`src/rtl/spi_bus_scheduler.sv`:
```
// Shared SPI mode-0 master: round-robin arbitration between NREQ requesters,
// one transfer of 1..32 bits per grant, read data returned with a done pulse.
module spi_bus_scheduler #(
  parameter int NREQ    = 4,
  parameter int CLKDIV  = 2,
  parameter int CS_HOLD = 2
) (
  input  logic                 sysclk,
  input  logic                 reset,
  input  logic [NREQ-1:0]      req,
  input  logic [NREQ*32-1:0]   req_wdata,
  input  logic [NREQ*6-1:0]    req_len,
  output logic [NREQ-1:0]      gnt,
  output logic [NREQ-1:0]      done,
  output logic [31:0]          rdata,
  output logic                 busy,
  output logic                 sclk,
  output logic                 mosi,
  input  logic                 miso,
  output logic [NREQ-1:0]      csn
);

  localparam int IW = $clog2(NREQ);
  localparam logic [15:0] DIV_LAST  = 16'(CLKDIV - 1);
  localparam logic [15:0] HOLD_LAST = 16'(CS_HOLD - 1);

  typedef enum logic [2:0] {S_IDLE, S_SETUP, S_SHIFT, S_HOLD, S_DONE} state_t;

  state_t          state_q, state_d;
  logic [IW-1:0]   last_q, last_d;
  logic [5:0]      len_q, len_d;
  logic [5:0]      bit_q, bit_d;
  logic [31:0]     tx_q, tx_d;
  logic [31:0]     rx_q, rx_d;
  logic [31:0]     rdata_q, rdata_d;
  logic [15:0]     div_q, div_d;
  logic            sclk_q, sclk_d;
  logic            mosi_q, mosi_d;
  logic            busy_q, busy_d;
  logic [NREQ-1:0] gnt_q, gnt_d;
  logic [NREQ-1:0] done_q, done_d;
  logic [NREQ-1:0] csn_q, csn_d;

  logic [31:0]     wdata_arr [NREQ];
  logic [5:0]      len_arr   [NREQ];

  genvar gi;
  generate
    for (gi = 0; gi < NREQ; gi++) begin : g_slice
      assign wdata_arr[gi] = req_wdata[32*gi +: 32];
      assign len_arr[gi]   = req_len[6*gi +: 6];
    end
  endgenerate

  // Round-robin pick: first set req bit starting just after the last winner.
  logic            found;
  logic [IW-1:0]   pick;
  int              sum;
  logic [5:0]      pick_len_raw;
  logic [5:0]      pick_len;
  logic [31:0]     pick_tx;

  always_comb begin
    found = 1'b0;
    pick  = '0;
    sum   = 0;
    for (int k = 1; k <= NREQ; k++) begin
      sum = int'(last_q) + k;
      if (sum >= NREQ) sum = sum - NREQ;
      if (!found && req[sum[IW-1:0]]) begin
        found = 1'b1;
        pick  = sum[IW-1:0];
      end
    end
    pick_len_raw = len_arr[pick];
    pick_len     = (pick_len_raw == 6'd0 || pick_len_raw > 6'd32) ? 6'd32 : pick_len_raw;
    // Left-align the word so the current MOSI bit is always tx[31].
    pick_tx      = wdata_arr[pick] << (6'd32 - pick_len);
  end

  always_comb begin
    state_d = state_q;
    last_d  = last_q;
    len_d   = len_q;
    bit_d   = bit_q;
    tx_d    = tx_q;
    rx_d    = rx_q;
    rdata_d = rdata_q;
    div_d   = div_q;
    sclk_d  = sclk_q;
    mosi_d  = mosi_q;
    gnt_d   = gnt_q;
    done_d  = '0;
    csn_d   = csn_q;

    unique case (state_q)
      S_IDLE: begin
        if (found) begin
          state_d     = S_SETUP;
          last_d      = pick;
          len_d       = pick_len;
          tx_d        = pick_tx;
          mosi_d      = pick_tx[31];
          rx_d        = '0;
          bit_d       = '0;
          div_d       = '0;
          sclk_d      = 1'b0;
          gnt_d       = '0;
          gnt_d[pick] = 1'b1;
          csn_d       = '1;
          csn_d[pick] = 1'b0;
        end
      end

      S_SETUP: begin
        if (div_q == DIV_LAST) begin
          state_d = S_SHIFT;
          div_d   = '0;
          sclk_d  = 1'b1;
          rx_d    = {rx_q[30:0], miso};
        end else begin
          div_d = div_q + 16'd1;
        end
      end

      S_SHIFT: begin
        if (div_q != DIV_LAST) begin
          div_d = div_q + 16'd1;
        end else if (sclk_q) begin
          div_d  = '0;
          sclk_d = 1'b0;
          tx_d   = tx_q << 1;
          mosi_d = (bit_q == len_q - 6'd1) ? 1'b0 : tx_q[30];
        end else if (bit_q == len_q - 6'd1) begin
          state_d = S_HOLD;
          div_d   = '0;
        end else begin
          div_d  = '0;
          bit_d  = bit_q + 6'd1;
          sclk_d = 1'b1;
          rx_d   = {rx_q[30:0], miso};
        end
      end

      S_HOLD: begin
        if (div_q == HOLD_LAST) begin
          state_d = S_DONE;
          csn_d   = '1;
          done_d  = gnt_q;
          // rx started at zero and shifted len times, so it is right-aligned.
          rdata_d = rx_q;
        end else begin
          div_d = div_q + 16'd1;
        end
      end

      S_DONE: begin
        state_d = S_IDLE;
        gnt_d   = '0;
      end

      default: state_d = S_IDLE;
    endcase

    busy_d = (state_d != S_IDLE);
  end

  always_ff @(posedge sysclk) begin
    if (!reset) begin
      state_q <= S_IDLE;
      last_q  <= IW'(NREQ - 1);
      len_q   <= '0;
      bit_q   <= '0;
      tx_q    <= '0;
      rx_q    <= '0;
      rdata_q <= '0;
      div_q   <= '0;
      sclk_q  <= 1'b0;
      mosi_q  <= 1'b0;
      busy_q  <= 1'b0;
      gnt_q   <= '0;
      done_q  <= '0;
      csn_q   <= '1;
    end else begin
      state_q <= state_d;
      last_q  <= last_d;
      len_q   <= len_d;
      bit_q   <= bit_d;
      tx_q    <= tx_d;
      rx_q    <= rx_d;
      rdata_q <= rdata_d;
      div_q   <= div_d;
      sclk_q  <= sclk_d;
      mosi_q  <= mosi_d;
      busy_q  <= busy_d;
      gnt_q   <= gnt_d;
      done_q  <= done_d;
      csn_q   <= csn_d;
    end
  end

  assign gnt   = gnt_q;
  assign done  = done_q;
  assign rdata = rdata_q;
  assign busy  = busy_q;
  assign sclk  = sclk_q;
  assign mosi  = mosi_q;
  assign csn   = csn_q;

endmodule

```
`config.mk`:
```
export PLATFORM = sky130hd
export DESIGN_NAME = spi_bus_scheduler
export DESIGN_NICKNAME = d
export VERILOG_FILES = /design/src/rtl/spi_bus_scheduler.sv
export SDC_FILE = /design/constraint.sdc
export NUM_CORES = 1
export LEC_CHECK = 0
export ABC_AREA = 1
export BUFFER_PORTS_ARGS = -buffer_cell sky130_fd_sc_hd__clkbuf_2
export CORE_MARGIN = 2
export CORE_UTILIZATION = 55
export DETAILED_ROUTE_END_ITERATION = 6
export GPL_TIMING_DRIVEN = 0
export PLACE_DENSITY = 0.82
export SLEW_MARGIN = 15
export SYNTH_ARGS = -nofsm -noshare
export SYNTH_HDL_FRONTEND = slang
export SYNTH_SLANG_ARGS = --single-unit
```
`constraint.sdc`:
```
create_clock -name sysclk -period 4.4 [get_ports sysclk]
set_input_delay 0.88 -clock sysclk [delete_from_list [all_inputs] [get_ports sysclk]]
set_output_delay 0.88 -clock sysclk [all_outputs]
set_load 0.02 [all_outputs]
```
* After elaboration in Yosys (flattened, before gate mapping)
Cells that the tools add are included.
** Word-level totals
- Bits in registers :: 143
- Bits in latches :: 0
- Memory bits (writable) :: 0
- Bits in read-only memories :: 0
- Bits of input ports :: 159
- Memories :: 0
** Cells by class
- Add/subtract/negate cells :: 12
- Multipliers :: 0
- Divide/modulo/power cells :: 0
- Order comparisons :: 12
- Equality and inequality tests :: 15
- Shift operators :: 1
- Muxes and demuxes :: 72
- Bitwise gates (word level) :: 2
- Reduce and logical (&&, ||, !) cells :: 26
** Operators with widths (count)
- two-way mux 32 bit :: 7
- one-hot mux 32 bit (3 select lines) :: 1
- two-way mux 31 bit :: 3
- binary-select mux 32 bit (select 2 bit) :: 1
- two-way mux 16 bit :: 4
- one-hot mux 16 bit (4 select lines) :: 1
- one-hot mux 31 bit (2 select lines) :: 1
- two-way mux 6 bit :: 7
- left shift 32 x 6 -> 32 bit :: 1
- two-way mux 1 bit :: 18
- two-way mux 3 bit :: 6
- adder 16 x 1 -> 16 bit (second input constant) :: 1
- equality test 16 x 1 -> 1 bit (second input constant) :: 1
- two-way mux 2 bit :: 8
- inequality test 16 x 1 -> 1 bit (second input constant) :: 1
- inequality test 2 bit (second input constant) :: 8
- one-hot mux 4 bit (2 select lines) :: 2
- less-than comparator 2 x 3 -> 1 bit (second input constant) :: 5
- binary-select mux 6 bit (select 2 bit) :: 1
- greater-or-equal comparator 3 bit (second input constant) :: 4
- two-way mux 4 bit :: 3
- one-hot mux 3 bit (4 select lines) :: 1
- one-hot mux 6 bit (2 select lines) :: 1
- AND reduction 3 bit :: 3
- 32 further kinds :: 51

* Longest topological paths before layout
Gate-level depths: netlist (run 1).
- Word-level depth :: 26
- Depth in mapped cells :: 33

* Worst setup path after synthesis (run 1)
No wires, ideal clock.
- Path kind :: input port to flip-flop
- Start point :: input port req[3]
- End point :: register tx_q[28]
- Library setup time :: 0.109 ns
- Data arrival time :: 3.705 ns
- Required time :: 4.291 ns
- Slack :: 0.586 ns
- Cell stages on the path :: 25
- Path buffers :: 4
- Cell sequence :: nand2_1 > a21oi_1 > a21oi_1 > nand3_4 > nand2_4 > buf_6 > nor2_2 > nand2_2 > nand2_1 > nor2_4 > nand2_2 > buf_2 > ha_1 > clkbuf_1 > inv_1 > clkbuf_1 > nand3_1 > nand2_1 > nand3_1 > nand3_1 > nand2_1 > nand2_1 > nand3_1 > nand2_1 > inv_1
** Between the ends
- Word-level cells in the longest chain between the ends :: 23
- Elaborated cells on any way between the ends :: 39
- Those cells by class :: 1 x add/sub; 1 x order compare; 1 x eq/ne; 1 x shift; 25 x mux; 1 x bitwise; 9 x reduce/logical
** Ends and longest elaborated chain
- start: declaration :: RTL line 10 : input logic [NREQ-1:0] req,
- binary-select mux 1 bit (select 2 bit) :: RTL line 70 : if (!found && req[sum[IW-1:0]]) begin
- two-way mux 1 bit (not written as such) :: RTL line 70
- two-way mux 1 bit :: RTL line 70
- zero test 1 bit :: RTL line 70
- logical AND 1 bit :: RTL line 70
- two-way mux 1 bit :: RTL line 70
- zero test 1 bit :: RTL line 70
- logical AND 1 bit :: RTL line 70
- [6 not listed]
- two-way mux 6 bit (not written as such) (2 in a row) :: RTL line 75 : pick_len_raw = len_arr[pick];
- greater-than comparator 6 bit or zero test 6 bit (tied branches) :: RTL line 76 : pick_len = (pick_len_raw == 6'd0 || pick_len_raw > 6'd32) ? 6'd32 : pick_len_raw;
- logical OR 1 bit :: RTL line 76
- two-way mux 6 bit :: RTL line 76
- subtractor 6 bit :: RTL line 78 : pick_tx = wdata_arr[pick] << (6'd32 - pick_len);
- left shift 32 x 6 -> 32 bit :: RTL line 78
- two-way mux 31 bit :: RTL line 98 : if (found) begin
- one-hot mux 31 bit (2 select lines) :: RTL line 96 : unique case (state_q)
- end signal: assignment :: RTL line 189 : tx_q <= tx_d;
- end: declaration :: RTL line 33 : logic [31:0] tx_q, tx_d;
Several ways; a longest one is shown, not always the timed one. The select of a mux whose other input is x is not followed.
A chain may end at the register's enable or synchronous reset.

* Worst setup path after layout (run 1)
- Start point :: input port req[2]
- End point :: register tx_q[27]
The elaborated chain is that of the path after synthesis.

==> results.json, run 1 <==
{
  "layout_common_cells": "395 x nand2_1, 218 x nand3_1, 207 x clkbuf_2",
  "cts_buffers": 17,
  "firstDrtPassIters": 7,
  "max_freq_ghz": 0.2479,
  "synth_largest_area_cell": "dfxtp_1",
  "finalHoldViolCount": 0,
  "clk_pin_slew_ns": 0.06,
  "areaGrowthSynthToFinish_pct": 20.68,
  "tightest_slew_ns": 0.7642,
  "crit_fanout": 10,
  "grt_pass1_wl_mm": 47.15,
  "outcome": "finished clean",
  "cts_buffer_depth": 2,
  "slew_viol_final": 0,
  "dp_hpwl_mm": 22.16,
  "initialDrtViolationCount": 939,
  "ys_types": 48,
  "syn_inst": 1470,
  "diodes": 0,
  "grt_max_degree": 17,
  "grt-ovfl-total": 0,
  "fin_setup_tns_ns": 0,
  "drv_cap": 0,
  "critPathRequiredTime_ns": 4.77,
  "die_h_um": 132.9,
  "synthArstFlopShare": 0,
  "crit_type": "in -> reg",
  "period_needed_ns": 4.034,
  "synth_ff_type": "dfxtp_1",
  "die_width_um": 132.9,
  "final_common_cell": "nand2_1",
  "setup.worst_path.end_class": "flip-flop",
  "grt_pass1_vias": 10046,
  "setup_violations": 0,
  "dieArea_mm2": 0.01766,
  "post-place-ws_ns": -0.4146,
  "track_usage": 0.3254,
  "start_util": 0.5568,
  "io_buffers": 204,
  "rsz0062_at_grt": "no",
  "hp-class": "reg -> reg",
  "drive_gt1_frac": 0.1826,
  "synth_area_per_cell_um2": 6.214,
  "synth.top_cell.area_share": 0.3134,
  "rows": 47,
  "clk_latency_ns": 0.42,
  "finalClockSkew_ns": 0.006401,
  "syn_nets": 1634,
  "cts_sinks": 143,
  "ant_nets": 0,
  "cts_root_buf": "clkbuf_16",
  "routed_via_density": 5.602,
  "cts_resized": 1,
  "vias": 10772,
  "synth_seq_area_share": 0.3134,
  "cp.arrival_ns": 4.40,
  "gp_congestion": 0.9506,
  "drt-total-wl_mm": 29.12,
  "wl_per_cell_um": 15.14,
  "drcViolationCount": 0,
  "yosysWarnings": 0,
  "synth_area_leaders": "dfxtp_1 31%, nand2_1 16%, nand3_1 12%, a21oi_1 7.4%, inv_1 5.4%",
  "tritoncts": "done",
  "io_pins": 206,
  "cts_setup_buffers": 0,
  "hold_buffers": 0,
  "finalWorstSetupSlack_ns": 0.3657,
  "synth-edff-count": 0,
  "syn-cell-area_mm2": 0.009135,
  "startpoint_type": "input port",
  "cts_htree_levels": 4,
  "antenna_found_initial": 0,
  "finalCritPeriodShare": 0.9169,
  "synth-seq-cells": 143,
  "nets": 1856,
  "core_area_mm2": 0.01641,
  "slew_headroom": 0.4858
}
==> layer usage <==
layer / routed length, um / GRT usage / vias up
met5: 0 / 0 / -
met4: 616 / 0.08841 / 0
met3: 2236 / 0.06590 / 64
met2: 13570 / 0.5363 / 420
met1: 12700 / 0.4342 / 4951
li1: - / - / 5337
==> per-stage QoR <==
| step | cell area [um^2] | utilization | instances | hold slack, ns |
|---|---|---|---|---|
| floorplan | 9135 | - | 1470 | 0.4302 |
| global placement | 10430 | 0.6358 | 1894 | 0.4389 |
| detailed placement | 10430 | 0.6358 | 1894 | 0.4389 |
| CTS | 11000 | 0.6702 | 1924 | 0.4570 |
| global route | 11020 | 0.6719 | 1923 | 0.4687 |
| finish | 11020 | 0.6719 | 1923 | 0.4575 |
==> path summary, 6_finish.rpt <==
path / from / end / slack, ns / cells past startpoint
worst min register to register: gnt[3] / done[3] / 0.46 / 2
worst max-delay path: req[2] / tx_q[27] / 0.37 / 26
worst min-delay path: gnt[3] / done[3] / 0.46 / 2
worst max register to register: last_q[0] / tx_q[27] / 0.41 / 27
==> sequential cells by signal, summed over array words and instances, names as in the netlist <==
| register | cells |
|---|---|
| sclk | 1 |
| csn | 4 |
| last_q | 2 |
| gnt | 4 |
| busy | 1 |
| state_q | 3 |
| tx_q | 31 |
| mosi | 1 |
| rdata | 32 |
| rx_q | 32 |
| len_q | 6 |
| done | 4 |
| bit_q | 6 |
| div_q | 16 |
==> Yosys cell counts (5+ instances only) <==
library cell / n
nand2_4: 6
o22ai_1: 10
nand4_1: 19
nand2_2: 10
clkbuf_1: 50
nor3b_1: 6
o21a_1: 10
buf_4: 6
o21ai_0: 81
a21oi_1: 135
inv_1: 132
a211oi_1: 27
buf_6: 6
ha_1: 5
dfxtp_1: 143
nor2_1: 113
nand3_1: 218
nor3_1: 14
xor2_1: 6
buf_2: 21
nand2_1: 396
==> kinds of logic after synthesis <==
kind of cell               after synthesis  share of synthesized area
and+or+nand+nor                        806                     0.3957
adders and majority gates                5                   0.006848
buffers and inverters                  225                     0.1030
DFF                                    143                     0.3134
xor gates and xnor gates                 9                   0.008629
AOI/OAI and AO/OA                      282                     0.1724
==> final cells by class <==
type	count	area (um^2)
plain buffers	86	420.4
clock buffers	19	442.9
clock inverters	11	118.9
fillers	1541	5383
inverters	138	520.5
multi-input cells	1102	5363
flip-flops and latches	143	2863
well taps	220	275.3
repair buffers	204	1021
==> critical path, stage by stage <==
cell      delay (ns)
clkbuf_2        0.10
nand2_1         0.07
nand2_1         0.10
nand2_1         0.11
nand2_2         0.08
nor2_4          0.14
nand3_4         0.16
nand2_4         0.18
buf_6           0.16
nand2_1         0.06
nand2_1         0.06
nand2_1         0.10
inv_1           0.13
nor2_4          0.07
nand2_2         0.15
buf_2           0.27
ha_4            0.20
inv_1           0.08
o311ai_1        0.29
nand2_1         0.17
nor2_1          0.23
buf_4           0.23
nand3_1         0.14
nand3_1         0.11
nand2_1         0.05
inv_1           0.04
Power of run 1 is not shown: default switching activity piles up to over one toggle a cycle in this logic, so the estimate is an artifact.
==> inputs of run 2 (changes only) <==
--- a/config.mk
+++ b/config.mk
@@ -7,5 +7,5 @@
 export LEC_CHECK = 0
 export ABC_AREA = 1
-export BUFFER_PORTS_ARGS = -buffer_cell sky130_fd_sc_hd__clkbuf_2
+export BUFFER_PORTS_ARGS = -buffer_cell sky130_fd_sc_hd__buf_4
 export CORE_MARGIN = 2
 export CORE_UTILIZATION = 55
==> constraint.sdc (replaced) <==
create_clock -name sysclk -period 4.4 [get_ports sysclk]
set_input_delay 0.66 -clock sysclk [delete_from_list [all_inputs] [get_ports sysclk]]
set_output_delay 0.66 -clock sysclk [all_outputs]
set_load 0.02 [all_outputs]
==> results.json, run 2 (synthesized netlist as in run 1, its figures left out) <==
{
  "hold_buffers": 0,
  "fin_setup_tns_ns": 0,
  "grt_pass1_vias": 10318,
  "critPathRequiredTime_ns": 4.72,
  "io_buffers": 204,
  "cts_root_buf": "clkbuf_16",
  "gp_congestion": 1.026,
  "clk_latency_ns": 0.42,
  "cts_buffer_depth": 2,
  "grt-ovfl-total": 0,
  "rows": 47,
  "final_common_cell": "nand2_1",
  "fin_area_mm2": 0.01160,
  "finalHoldViolCount": 0,
  "clk_pin_slew_ns": 0.06,
  "cp_common_cell": "nand2_1",
  "firstDrtPassIters": 7,
  "diodes": 0,
  "fin_cells": 1926,
  "cp.arrival_ns": 4.30,
  "max_freq_ghz": 0.2514,
  "io_pins": 206,
  "die_h_um": 132.9,
  "fill_cells": 1433,
  "holdWs_ns": 0.4424,
  "initialDrtViolationCount": 880,
  "tritoncts": "done",
  "start_util": 0.5568,
  "setup_violations": 0,
  "routed_via_density": 5.672,
  "grt_pass1_wl_mm": 48.98,
  "cts_htree_levels": 4,
  "crit_slowest_cell": "ha_4",
  "areaGrowthSynthToFinish_pct": 27.00,
  "period_needed_ns": 3.977,
  "setup.worst_path.end_class": "flip-flop",
  "startpoint_type": "flip-flop",
  "die_width_um": 132.9,
  "nets": 1857,
  "slew_viol_final": 0,
  "grt_max_degree": 17,
  "max_stage_delay_ns": 0.34,
  "vias": 10924,
  "track_usage": 0.3372,
  "dpl.cell_count": 1894,
  "slew_headroom": 0.4998,
  "drv_cap": 0,
  "core_area_mm2": 0.01641,
  "cts_sinks": 143,
  "finalClockSkew_ns": 0.009150,
  "layout_common_cells": "396 x nand2_1, 218 x nand3_1, 211 x buf_4",
  "outcome": "finished clean",
  "placed_area_mm2": 0.01094,
  "dieArea_mm2": 0.01766,
  "tightest_slew_ns": 0.7434,
  "antenna_found_initial": 0,
  "drive_gt1_frac": 0.1829,
  "rsz0062_at_grt": "no",
  "wl_per_cell_um": 15.55,
  "ant_nets": 0,
  "drcViolationCount": 0,
  "drt-total-wl_mm": 29.95,
  "hp-class": "reg -> reg",
  "dp_hpwl_mm": 22.47,
  "cts_buffers": 17,
  "crit_type": "reg -> reg",
  "crit_fanout": 10,
  "finalCritPeriodShare": 0.9039
}
-- run 2: cell count changes in the layout (fill, tap and decap cells not counted), moves of 2 or more --
cell | before | now
buf_4 | 6 | 211
bufinv_16 | 2 | 4
clkbuf_2 | 207 | 3
clkinv_2 | 4 | 2
clkinv_4 | 1 | 4
clkinvlp_4 | 4 | 2
-- run 2: timing repair --
action | CTS | global route
hold endpoints to repair | 0 | 0
resized for setup | 0 | 13
setup endpoints to repair | 0 | 32
setup buffers | 0 | 1
-- run 2: final timing paths --
| check | to | slack [ns] | from | depth (start not counted) |
|---|---|---|---|---|
| worst max-delay path | tx_q[27] | 0.42 | last_q[0] | 30 |
| worst min-delay path | done[3] | 0.44 | gnt[3] | 2 |
| worst max register to register | tx_q[27] | 0.42 | last_q[0] | 30 |
| worst min register to register | done[3] | 0.44 | gnt[3] | 2 |
-- run 2: stage by stage --
stage                       util  setup slack (ns)
after global placement    0.6669          -0.04571
after global routing      0.7071           0.05384
after detailed placement  0.6669          -0.09945
final                     0.7071            0.4230
after floorplan                -            0.8062
after CTS                 0.7048            0.1174
-- run 2: area by class of cell --
cell class	count	area, um^2	area share
flip-flops and latches	143	2863	0.2468
inverters	138	520.5	0.04487
well taps	220	275.3	0.02373
clock buffers	19	432.9	0.03732
multi-input cells	1102	5359	0.4619
clock inverters	13	188.9	0.01629
repair buffers	205	1539	0.1327
plain buffers	86	422.9	0.03645
-- run 2: worst max-delay path, delay by kind of cell (launching register included) --
kind	cells	cell delay [ns]
flops	1	0.30
simple gates	20	2.16
buf+inv	9	1.08
fa+ha+maj	1	0.34
-- run 2: metal layers --
| layer | vias to the layer above | global-route usage | part of all wire |
|---|---|---|---|
| met1 | 5025 | 0.4507 | 0.43 |
| met2 | 498 | 0.5550 | 0.47 |
| met5 | - | 0 | 0 |
| met3 | 72 | 0.06015 | 0.074 |
| li1 | 5329 | - | - |
| met4 | 0 | 0.1039 | 0.022 |
Power of run 2 is left out for the same reason.
